==> config.mk <==
export PLATFORM = sky130hd
export DESIGN_NAME = if_stage
export DESIGN_NICKNAME = d
export VERILOG_FILES = /design/src/rtl/core_pkg.sv /design/src/rtl/fetch_buf.sv /design/src/rtl/if_stage.sv
export SDC_FILE = /design/constraint.sdc
export NUM_CORES = 1
export LEC_CHECK = 0
export CAP_MARGIN = 20
export CORE_UTILIZATION = 55
export DETAILED_ROUTE_END_ITERATION = 8
export GPL_TIMING_DRIVEN = 0
export PLACE_DENSITY = 0.85
export SYNTH_ARGS = -nofsm -noshare
export SYNTH_HDL_FRONTEND = slang
export SYNTH_HIERARCHICAL = 1
export SYNTH_SLANG_ARGS = --single-unit
==> constraint.sdc <==
create_clock -name clk -period 10.25 [get_ports clk]
set_input_delay 2.05 -clock clk [delete_from_list [all_inputs] [get_ports clk]]
set_output_delay 2.05 -clock clk [all_outputs]
set_load 0.02 [all_outputs]
==> src/rtl/core_pkg.sv <==
// Shared types and constants for the instruction-fetch front end.
// Holds the fetch FSM encoding, the {pc, inst} packet and the reset/NOP constants.
package core_pkg;

  typedef enum logic [1:0] {
    S_REQ  = 2'd0,
    S_WAIT = 2'd1,
    S_DROP = 2'd2
  } fetch_state_t;

  typedef struct packed {
    logic [31:0] pc;
    logic [31:0] inst;
  } fetch_pkt_t;

  localparam logic [31:0] NOP_INST         = 32'h0000_0013;
  localparam logic [31:0] RESET_PC_DEFAULT = 32'h8000_0000;

endpackage

==> src/rtl/fetch_buf.sv <==
// One-entry fetch buffer between the memory response and the IF/ID register.
// Zero-cycle ready path: accepts when empty or being drained this cycle; flush empties it.
module fetch_buf
  import core_pkg::*;
(
  input  logic       clk,
  input  logic       rst,
  input  logic       flush,
  input  logic       in_vld,
  output logic       in_rdy,
  input  fetch_pkt_t in_dat,
  output logic       out_vld,
  input  logic       out_rdy,
  output fetch_pkt_t out_dat
);

  logic       full;
  fetch_pkt_t data;

  assign in_rdy  = !full || out_rdy;
  assign out_vld = full;
  assign out_dat = data;

  always_ff @(posedge clk or posedge rst) begin
    if (rst) begin
      full <= 1'b0;
      data <= '0;
    end else if (flush) begin
      full <= 1'b0;
    end else if (in_vld && in_rdy) begin
      full <= 1'b1;
      data <= in_dat;
    end else if (out_rdy) begin
      full <= 1'b0;
    end
  end

endmodule

==> src/rtl/if_stage.sv <==
// Instruction fetch stage: one outstanding imem request, one-entry buffer, IF/ID register.
// Two cycles per instruction at 1-cycle memory latency; stall holds IF/ID and stops new requests once the buffer fills.
module if_stage
  import core_pkg::*;
#(
  parameter logic [31:0] RESET_PC = RESET_PC_DEFAULT
) (
  input  logic        clk,
  input  logic        rst,
  output logic        imem_req_valid,
  input  logic        imem_req_ready,
  output logic [31:0] imem_req_addr,
  input  logic        imem_rsp_valid,
  input  logic [31:0] imem_rsp_data,
  input  logic        redirect_valid,
  input  logic [31:0] redirect_pc,
  input  logic        stall,
  output logic        if_valid,
  output logic [31:0] if_pc,
  output logic [31:0] if_inst
);

  fetch_state_t state, state_nxt;
  logic [31:0]  fetch_pc;
  logic [31:0]  req_pc;
  logic         req_fire;
  logic         buf_in_vld, buf_in_rdy, buf_out_vld, buf_out_rdy;
  fetch_pkt_t   buf_in_dat, buf_out_dat;
  logic         unused_redirect_lsb;

  assign unused_redirect_lsb = ^redirect_pc[1:0];

  // Request may go out while the buffer drains, which is what gives 2-cycle throughput.
  assign imem_req_valid = !rst && (state == S_REQ) && buf_in_rdy;
  assign imem_req_addr  = fetch_pc;
  assign req_fire       = imem_req_valid && imem_req_ready;

  assign buf_in_vld  = imem_rsp_valid && (state == S_WAIT) && !redirect_valid;
  assign buf_in_dat  = '{pc: req_pc, inst: imem_rsp_data};
  assign buf_out_rdy = !redirect_valid && (!if_valid || !stall);

  fetch_buf u_fetch_buf (
    .clk     (clk),
    .rst     (rst),
    .flush   (redirect_valid),
    .in_vld  (buf_in_vld),
    .in_rdy  (buf_in_rdy),
    .in_dat  (buf_in_dat),
    .out_vld (buf_out_vld),
    .out_rdy (buf_out_rdy),
    .out_dat (buf_out_dat)
  );

  always_ff @(posedge clk or posedge rst) begin
    if (rst) state <= S_REQ;
    else     state <= state_nxt;
  end

  always_comb begin
    state_nxt = state;
    case (state)
      S_REQ:   if (req_fire) state_nxt = redirect_valid ? S_DROP : S_WAIT;
      S_WAIT:  if (imem_rsp_valid) state_nxt = S_REQ;
               else if (redirect_valid) state_nxt = S_DROP;
      S_DROP:  if (imem_rsp_valid) state_nxt = S_REQ;
      default: state_nxt = S_REQ;
    endcase
  end

  always_ff @(posedge clk or posedge rst) begin
    if (rst) begin
      fetch_pc <= RESET_PC;
      req_pc   <= '0;
    end else begin
      if (redirect_valid) fetch_pc <= {redirect_pc[31:2], 2'b00};
      else if (req_fire)  fetch_pc <= fetch_pc + 32'd4;
      if (req_fire) req_pc <= fetch_pc;
    end
  end

  always_ff @(posedge clk or posedge rst) begin
    if (rst) begin
      if_valid <= 1'b0;
      if_pc    <= '0;
      if_inst  <= NOP_INST;
    end else if (redirect_valid) begin
      if_valid <= 1'b0;
    end else if (buf_out_vld && buf_out_rdy) begin
      if_valid <= 1'b1;
      if_pc    <= buf_out_dat.pc;
      if_inst  <= buf_out_dat.inst;
    end else if (!stall) begin
      if_valid <= 1'b0;
    end
  end

endmodule

==> impl_metrics.ini <==
[final_layout]
antenna-diode-count = 0
nets = 822
area_delta_synth_final_pct = 31.02
layout-drive-gt1-share = 0.2736
n_fill_cell = 883

[detailed_routing]
wl_per_cell_um = 19.57
wirelength_um = 18480
remaining_drc_errors = 0
dr.pass1.iters = 5
vias = 5349
drt-initial-drc-count = 368
vias_per_cell = 5.666
postRouteAntennaNets = 0

[floorplan]
num_rows = 43
io_pins = 168
die_w_um = 123.4
floorplan.die_area_mm2 = 0.01522
initial_utilization = 0.5727
die_y_um = 123.4
core_mm2 = 0.01415

[clocking]
post_cts_buffers = 0
cts_tree = done
ctsResizeCount = 0
cts_hold_repair.buffers = 0
insertion_delay_ns = 0.43
cts_buffers = 17
clock-sinks = 192
clock-root-buffer = clkbuf_16
cts.path.max_buffers = 2
clk_pin_slew_ns = 0.07
h-tree-depth = 4

[synth]
synth_warnings = 6
ys_seq_area_frac = 0.5935
synth_area_leader_cell = dfrtp_1
synthesis.instances = 565
synthArstFlopShare = 1.000
synthTopCellsByArea = dfrtp_1 58%, mux2_2 13%, mux2_4 11%, or4_1 1.7%, nand2_1 1.6%
synth.avg_cell_area_um2 = 14.34
synth-edff-count = 0
synth_top_area_share = 0.5805
synth_commonest_cells = 188 x dfrtp_1, 95 x mux2_2, 60 x mux2_4
netlist_area_mm2 = 0.008104
yosysMostFrequentCell = dfrtp_1
synthFlopType = dfrtp_1
ys_ff_latch = 192
ys_types = 38

[global_routing]
track_usage = 0.2546
grt_pass1_vias = 5658
grt_pass1_wl_um = 28880
grt_use_met2 = 0.4305
top_usage_layer = met2
grt_util_met1 = 0.3113
antenna_found_initial = 0
gr-usage-met3 = 0.07565
grt_max_degree = 74
grt_overflow = 0

[sta]
rsz0062_at_grt = no
fmax_ghz = 0.1490
finalClockSkew_ns = 0.007486
period_needed_ns = 6.709
finalMaxSlewViolations = 0
slew_headroom = 0.4115
worstMarginPinSlew_ns = 0.8828
min_period_over_period = 0.6546
setup_tns_ns = 0
setup_viol = 0
hold_viol_final = 0

[worst_setup_path]
path_class = in -> out
rr_worst_depth = 9
start_kind = input pin
end_kind = primary output
crit_path_start = redirect_valid
critPathArrivalTime_ns = 4.66
worstPathRequired_ns = 8.20
reg2reg_slack_ns = 7.33
critPathCapture = imem_req_valid
timing.rr.end = imem_req_addr[28]$_DFFE_PP0P_
cp_max_fo = 10
r2r-start = if_valid$_DFFE_PP0P_

[placed_design]
gp_congestion = 0.8828
dpl.hpwl_um = 12540
numPortBuffers = 163

[status]
outcome = completed

[power]
ir_drop_v = 0.0001282
p_per_area_mw_per_mm2 = 191.3
total_power_uw = 2031
p_leak_uw = 0.004733

[run]
drv_cap = 0

[hold_path]
hp-class = reg -> reg
[worst max-delay path, cell delays in order]
cell	delay, ns
clkdlybuf4s50_1	0.64
a21oi_1	0.38
nor2b_4	0.09
inv_1	0.06
or4b_1	0.41
buf_2	0.17
clkinv_1	0.17
clkdlybuf4s50_1	0.68
[power by group]
part	total [uW]	internal [uW]	leakage, uW	switching (uW)
Combinational	364	221	0.00196	143
Clock	682	388	0.000288	295
Sequential	985	894	0.00248	90.4
Total	2030	1500	0.00473	528
[layout make-up]
cell class,instances,area [um2],area share
Timing Repair Buffer,164,1659,0.1563
Clock inverter,15,185.2,0.01744
Multi-Input combinational cell,339,3048,0.2871
Sequential cell,192,4810,0.4530
Tap cell,180,225.2,0.02121
Clock buffer,17,425.4,0.04007
Inverter,7,33.78,0.003182
Buffer,30,231.5,0.02180
[cells by family (layout without fill, tap and decap cells)]
group	Yosys count	after routing	share of synthesized area
compound gates	51	51	0.03968
xor+xnor	9	9	0.009727
fa+ha+maj	1	1	0.001544
buf+inv	37	233	0.03180
flops	192	192	0.5935
mux	156	156	0.2444
other cells	1	4	0.0004627
simple gates	118	118	0.07890
[how the worst min path moves through the flow]
| stage | start | to | slack (ns) | cells after the start |
|---|---|---|---|---|
| after CTS | req_pc[22]$_DFFE_PP0P_ | req_pc[22]$_DFFE_PP0P_ | 0.50 | 2 |
| after detailed placement | req_pc[22]$_DFFE_PP0P_ | req_pc[22]$_DFFE_PP0P_ | 0.49 | 2 |
| after global routing | u_fetch_buf/out_dat[30]$_DFFE_PP0P_ | u_fetch_buf/out_dat[30]$_DFFE_PP0P_ | 0.52 | 1 |
| final | req_pc[22]$_DFFE_PP0P_ | req_pc[22]$_DFFE_PP0P_ | 0.50 | 2 |
| after global placement | req_pc[23]$_DFFE_PP0P_ | req_pc[23]$_DFFE_PP0P_ | 0.47 | 2 |
| after floorplan | req_pc[4]$_DFFE_PP0P_ | req_pc[4]$_DFFE_PP0P_ | 0.45 | 2 |
[placed cells by master, fill, tap and decap left out, drive strengths merged, types with 2 or more instances in the layout]
cell             n
and4             4
nor2            19
buf             12
dfstp            4
conb             4
o21ai           14
o211ai           5
mux2           155
nor2b            2
xnor2            3
nand3           12
o31ai           14
or4             18
or3              2
clkinvlp         4
a21oi            3
or4b             2
nand4           11
bufinv           3
nand2           34
inv              9
a31oi           15
clkdlybuf4s50  163
dfrtp          188
clkbuf          36
xor2             6
nor3             4
clkinv           6
and3             6
[stage by stage]
step                hold slack (ns)  setup WS [ns]  cells    util  instance area [um2]
finish                       0.5012          3.541    944  0.7504                10620
CTS                          0.5014          3.604    944  0.7504                10620
global route                 0.5168          3.481    944  0.7504                10620
global placement             0.4662          2.978    911  0.7047                 9972
floorplan                    0.4473          4.822    568       -                 8115
detailed placement           0.4876          3.614    912  0.7072                10010
[flip-flops by register name, summed over array words and instances (netlist names)]
name,flops
if_valid,1
imem_req_addr,30
if_inst,32
state,2
if_pc,32
req_pc,30
u_fetch_buf/out_dat,64
u_fetch_buf/out_vld,1
[routing by layer]
| layer | vias up | share of wire | wire (um) |
|---|---|---|---|
| met4 | 0 | 0.015 | 268 |
| met3 | 29 | 0.077 | 1420 |
| met5 | - | 0 | 0 |
| li1 | 2423 | - | - |
| met1 | 2669 | 0.40 | 7478 |
| met2 | 228 | 0.50 | 9311 |
No activity file was read; power rests on OpenSTA's default activity.
